<file path="config.mk">
export PLATFORM = sky130hd
export DESIGN_NAME = traffic_gen_flat
export DESIGN_NICKNAME = d
export VERILOG_FILES = /design/src/rtl/traffic_gen_if.sv /design/src/rtl/traffic_gen.sv /design/src/flat_wrapper.sv
export SDC_FILE = /design/constraint.sdc
export NUM_CORES = 1
export LEC_CHECK = 0
export CORE_UTILIZATION = 45
export CTS_BUF_LIST = sky130_fd_sc_hd__clkbuf_16
export DETAILED_ROUTE_END_ITERATION = 8
export PLACE_DENSITY = 0.75
export SYNTH_ARGS = -nofsm -noshare
export SYNTH_HDL_FRONTEND = slang
export SYNTH_SLANG_ARGS = --single-unit
</file>
<file path="constraint.sdc">
create_clock -name clk -period 4.05 [get_ports clk]
set_clock_uncertainty 0.15 [all_clocks]
set_input_delay 0.6075 -clock clk [delete_from_list [all_inputs] [get_ports clk]]
set_output_delay 0.6075 -clock clk [all_outputs]
set_load 0.005 [all_outputs]
</file>
<file path="src/rtl/traffic_gen_if.sv">
// traffic_gen_if: control inputs and car-array outputs shared by game control, traffic_gen and the collision checker.
interface traffic_gen_if #(
    parameter int ROWS = 16,
    parameter int COLS = 16
);
    logic                      enable;
    logic                      clear;
    logic [ROWS-1:0][COLS-1:0] rA;
    logic                      step;
    modport master (output enable, clear, input rA, step);
    modport slave  (input enable, clear, output rA, step);
endinterface

</file>
<file path="src/rtl/traffic_gen.sv">
// traffic_gen: scrolls single-cell cars across lane rows at per-lane speeds, spawning at entry edges from an LFSR.
module traffic_gen #(
    parameter int              ROWS      = 16,
    parameter int              COLS      = 16,
    parameter int              TICK_DIV  = 25000,
    parameter logic [ROWS-1:0] LANE_MASK = 16'h7FFE,
    parameter logic [3:0]      DENSITY   = 4'd5,
    parameter int              MIN_GAP   = 2,
    parameter logic [15:0]     SEED      = 16'hACE1
) (
    input  logic         clk,
    input  logic         reset_n,
    traffic_gen_if.slave bus
);
    localparam int          PW       = $clog2(TICK_DIV);
    localparam logic [15:0] SEED_EFF = (SEED == 16'h0) ? 16'hACE1 : SEED;
    logic [PW-1:0]   prescaler;
    logic [1:0]      frame;
    logic [15:0]     lfsr;
    logic [15:0]     lfsr_nxt;
    logic            tick;
    logic [COLS-1:0] row_nxt [ROWS];
    assign tick     = bus.enable && prescaler == PW'(TICK_DIV - 1);
    assign lfsr_nxt = {1'b0, lfsr[15:1]} ^ (lfsr[0] ? 16'hB400 : 16'h0000);
    // Even rows enter at col 0 and scroll up; odd rows enter at COLS-1 and scroll down.
    for (genvar r = 0; r < ROWS; r++) begin : g_row
        logic [3:0] nib;
        logic       gap_clr;
        logic       move;
        logic       in_bit;
        assign nib     = {lfsr[(r+3)%16], lfsr[(r+2)%16], lfsr[(r+1)%16], lfsr[r%16]};
        assign gap_clr = (r % 2 == 0) ? ~|bus.rA[r][MIN_GAP-1:0] : ~|bus.rA[r][COLS-1 -: MIN_GAP];
        assign move    = (r % 3 == 0) || (r % 3 == 1 && !frame[0]) || (r % 3 == 2 && frame == 2'd0);
        assign in_bit  = (nib < DENSITY) && gap_clr;
        assign row_nxt[r] = !LANE_MASK[r] ? '0 :
                            !move         ? bus.rA[r] :
                            (r % 2 == 0)  ? {bus.rA[r][COLS-2:0], in_bit} :
                                            {in_bit, bus.rA[r][COLS-1:1]};
    end
    always_ff @(posedge clk or negedge reset_n) begin
        if (!reset_n) begin
            bus.rA    <= '0;
            bus.step  <= 1'b0;
            prescaler <= '0;
            frame     <= '0;
            lfsr      <= SEED_EFF;
        end else if (bus.clear) begin
            bus.rA    <= '0;
            bus.step  <= 1'b0;
            prescaler <= '0;
            frame     <= '0;
        end else if (bus.enable) begin
            bus.step  <= tick;
            prescaler <= tick ? '0 : prescaler + 1'b1;
            lfsr      <= lfsr_nxt;
            if (tick) begin
                frame <= frame + 2'd1;
                for (int i = 0; i < ROWS; i++) bus.rA[i] <= row_nxt[i];
            end
        end else begin
            bus.step <= 1'b0;
        end
    end
endmodule

</file>
<file path="src/flat_wrapper.sv">
// flat-port wrapper written by rule: the top's interface ports become plain ports
module traffic_gen_flat 
#(
    parameter int              ROWS      = 16,
    parameter int              COLS      = 16,
    parameter int              TICK_DIV  = 25000,
    parameter logic [ROWS-1:0] LANE_MASK = 16'h7FFE,
    parameter logic [3:0]      DENSITY   = 4'd5,
    parameter int              MIN_GAP   = 2,
    parameter logic [15:0]     SEED      = 16'hACE1
)
  (clk, reset_n, bus_enable, bus_clear, bus_rA, bus_step);
  traffic_gen_if #(.ROWS(ROWS), .COLS(COLS)) bus_i ();
  input  logic clk;
  input  logic reset_n;
  input wire logic [$bits(bus_i.enable)-1:0] bus_enable;
  input wire logic [$bits(bus_i.clear)-1:0] bus_clear;
  output wire logic [$bits(bus_i.rA)-1:0] bus_rA;
  output wire logic [$bits(bus_i.step)-1:0] bus_step;
  assign bus_i.enable = bus_enable;
  assign bus_i.clear = bus_clear;
  assign bus_rA = bus_i.rA;
  assign bus_step = bus_i.step;
  traffic_gen #(.ROWS(ROWS), .COLS(COLS), .TICK_DIV(TICK_DIV), .LANE_MASK(LANE_MASK), .DENSITY(DENSITY), .MIN_GAP(MIN_GAP), .SEED(SEED)) u_core (.clk(clk), .reset_n(reset_n), .bus(bus_i));
endmodule
</file>
==> results by group <==
Clock network
  • CTS buffer count: 27
  • CTS root buf: clkbuf_16
  • CTS Hold Buffers Added: 0
  • Clock slew seen by the registers of the worst setup and hold paths: 0.06 ns
  • Clock Sinks: 258
  • Clk_lat worst skew: ~0.53 ns
  • CTS resizes: 0
  • CTS tree: built
  • CTS H-tree depth: 1
  • Bufs on Longest Clock Path: 3
  • Post-CTS Setup Inserts: 0

Place
  • RePlAce Congestion: about 0.84
  • Dpl cell area: roughly 12000 um2
  • Port Buffers: 228
  • DP Wirelength: 14400 um

Synthesis
  • Syn_area_per_cell: 13.7 um2
  • Cell variety after synth: 40
  • Area leader, netlist: dfrtp_1
  • Yosys top cell area share: 62.9%
  • Post-Syn Area: 9940 um2
  • Yosys reg bits: 258
  • Post-synthesis cell count: ~730
  • Sequential cell area fraction in the yosys report: roughly two thirds
  • Synth area leaders: dfrtp_1, a22o_1, buf_4
  • Syn. warnings: 0

Global route
  • Vias in the first global route: 6303
  • Antenna violations before repair: 0
  • Largest net degree at the start of global routing: 119
  • First-pass GRT wire length: approximately 35000 um
  • Grt ovf: 0
  • GRT Util Overall: 19.1%

Finish
  • Antenna diode count: 0
  • Commonest non-fill, non-tap cell in the layout: dfrtp_1
  • Fill count: 1693
  • Nets@finish: about 950
  • Fraction of layout cells with a size suffix above 1: 8.95%
  • Syn-to-layout area delta: 32.7%
  • Fin area: 13200 um2
  • Most frequent cells in the layout: dfrtp_1, clkdlybuf4s50_1, a22o_1, conb_1, clkbuf_16

Die
  • Core ar.: 21800 um2
  • # IOs: 261
  • DIE WIDTH: 151 um
  • Core Rows: 54
  • Die ar.: 22700 um2
  • Die H: roughly 150 um
  • Starting Density: a little under half

Power
  • P per Cell Area: 404 nW/um2
  • Pwr Total: 5.32 mW
  • Leak: slightly below 6 nW
  • Worst VDD drop: 0.270 mV

Timing
  • Fin crit share: between 60% and 70%
  • Worst hold margin: -0.00755 ns
  • Pins over their slew limit: 0
  • Final hold violations: 2
  • Worst-margin pin slew: 0.973 ns
  • Fin crit period: between 2 and 3 ns
  • FMAX: 365 MHz
  • Unrepaired setup endpoints after global routing: no
  • Setup violators final: 0
  • Slew margin rel.: 35.0%
  • Setup TNS: 0 ns

Critical path
  • Setup slack, reg-to-reg: 1.31 ns
  • Crit-path most repeated cell: buf_4
  • Top delay family on crit path: buffers and inverters
  • Reg2Reg Depth: 7
  • Setup CP Type: flip-flop to flip-flop
  • Required time of the critical path: 4.35 ns
  • RR Endpoint: u_core.bus.rA[231]
  • Slowest library cell on the worst path: buf_4
  • Crit start category: flip-flop
  • Worst Path Buf+Inv: 2
  • CP arrival: 3.04 ns
  • Crit end category: flip-flop
  • Crit-path max cell delay: 0.62 ns
  • Critical path, cell by cell: ha_1 > and3_1 > and4_1 > buf_4 > a21oi_4 > buf_4 > a22o_1
  • Reg-to-Reg Start: u_core.prescaler[0]
  • Crit-path max FO: 75

Route
  • Antenna viol nets, final: 0
  • Via density per instance: 5.51
  • DRC: 0
  • DRT iter0 DRCs: 419
  • Routed WL: 22300 um
  • Via count: 6832
  • Pre-Repair DR Iteration Count: 4
  • Routed wire per std cell: roughly 18 um

Run status
  • Status: finished, violations left
  • Failing checks: hold timing

Job
  • Max_cap viols: 0

Min path
  • Hold Path Class: input pin to asynchronous set/reset pin
==> area by class of cell <==
class,instances,area [um2],share of cell area (%)
well taps,280,350,2.66
multi-input cells,406,3080,23.3
clock buffers,27,676,5.12
inverters,6,22.5,0.171
repair buffers,242,2440,18.5
flip-flops and latches,258,6470,49.0
clock inverters,22,156,1.19
==> cells in the mapped netlist <==
| master | number |
|---|---|
| o31ai_1 | 2 |
| or3_1 | 1 |
| nor4_4 | 1 |
| clkbuf_1 | 14 |
| nor2_1 | 16 |
| nand4_1 | 11 |
| mux2_2 | 13 |
| nor4b_1 | 5 |
| or4_1 | 1 |
| buf_1 | 1 |
| and4_1 | 1 |
| and3_1 | 2 |
| nand3b_1 | 1 |
| o21a_1 | 1 |
| nor4_1 | 4 |
| xor2_1 | 3 |
| buf_2 | 33 |
| and4bb_2 | 1 |
| nand2_1 | 12 |
| ha_1 | 2 |
| a22o_1 | 216 |
| o311ai_0 | 1 |
| buf_6 | 6 |
| a21oi_1 | 13 |
| conb_1 | 1 |
| o2111ai_1 | 2 |
| or2_2 | 1 |
| and4b_1 | 2 |
| nand2b_1 | 5 |
| a21oi_2 | 2 |
| dfstp_2 | 8 |
| nand3_1 | 8 |
| nor2_2 | 1 |
| nor3b_1 | 1 |
| o21ai_0 | 23 |
| xnor2_1 | 10 |
| inv_1 | 6 |
| buf_4 | 33 |
| nor3_1 | 12 |
| dfrtp_1 | 250 |
==> cell families (layout without fill, tap and decap cells) <==
| logic type | Yosys count | in the layout | share of synthesized area (%) |
|---|---|---|---|
| AO/OA/AOI/OAI | 260 | 260 | 21.5 |
| flip-flops | 258 | 258 | 65.0 |
| buffers and inverters | 93 | 297 | 5.62 |
| AND/OR/NAND/NOR | 86 | 86 | 4.93 |
| XOR/XNOR | 13 | 13 | 1.15 |
| multiplexers | 13 | 13 | 1.47 |
| adder cells (fa/ha/maj) | 2 | 2 | 0.252 |
| other | 1 | 32 | 0.0377 |
==> per-stage QoR <==
| stage | hold WS, ns | worst slack (ns) | std cells | util (%) |
|---|---|---|---|---|
| floorplan | 0.162 | 2.00 | 757 | - |
| global placement | 0.336 | 0.939 | 1192 | 56.8 |
| detailed placement | 0.338 | 0.918 | 1192 | 56.8 |
| CTS | 0.0363 | 1.35 | 1241 | 60.6 |
| global route | 0.0568 | 1.14 | 1241 | 60.6 |
| finish | -0.00755 | 1.31 | 1241 | 60.6 |
==> report_power, final <==
group          internal [mW]  switching (mW)  total (mW)
Combinational         0.0998           0.145       0.245
Clock                   1.34           0.983        2.32
Sequential              2.66          0.0969        2.76
Total                   4.10            1.22        5.32
==> worst max-delay path by stage <==
stage,startpoint,slack (ns),endpoint,cells past startpoint
2_1_floorplan,bus_clear,2.00,u_core.bus.rA[112],6
3_3_place_gp,bus_enable,0.94,u_core.bus.rA[176],7
3_5_place_dp,bus_enable,0.92,u_core.bus.rA[231],7
4_1_cts,u_core.prescaler[0],1.35,u_core.bus.rA[145],6
5_1_grt,u_core.prescaler[0],1.14,u_core.bus.rA[144],6
6_report,u_core.prescaler[0],1.31,u_core.bus.rA[231],7
==> per-layer routing <==
layer | GRT usage (%) | part of all wire, % | vias to the layer above
met5 | 0 | 0 | -
met3 | 3.58 | 6.1 | 23
li1 | - | - | 3124
met2 | 29.3 | 47 | 214
met4 | 4.75 | 1.3 | 0
met1 | 28.1 | 46 | 3471
==> registers in the layout (all words and copies together) (netlist names) <==
| name | flops |
|---|---|
| u_core.lfsr | 16 |
| u_core.bus.rA | 224 |
| u_core.frame | 2 |
| u_core.bus.step | 1 |
| u_core.prescaler | 15 |
Power figures use the tool's default switching activity.
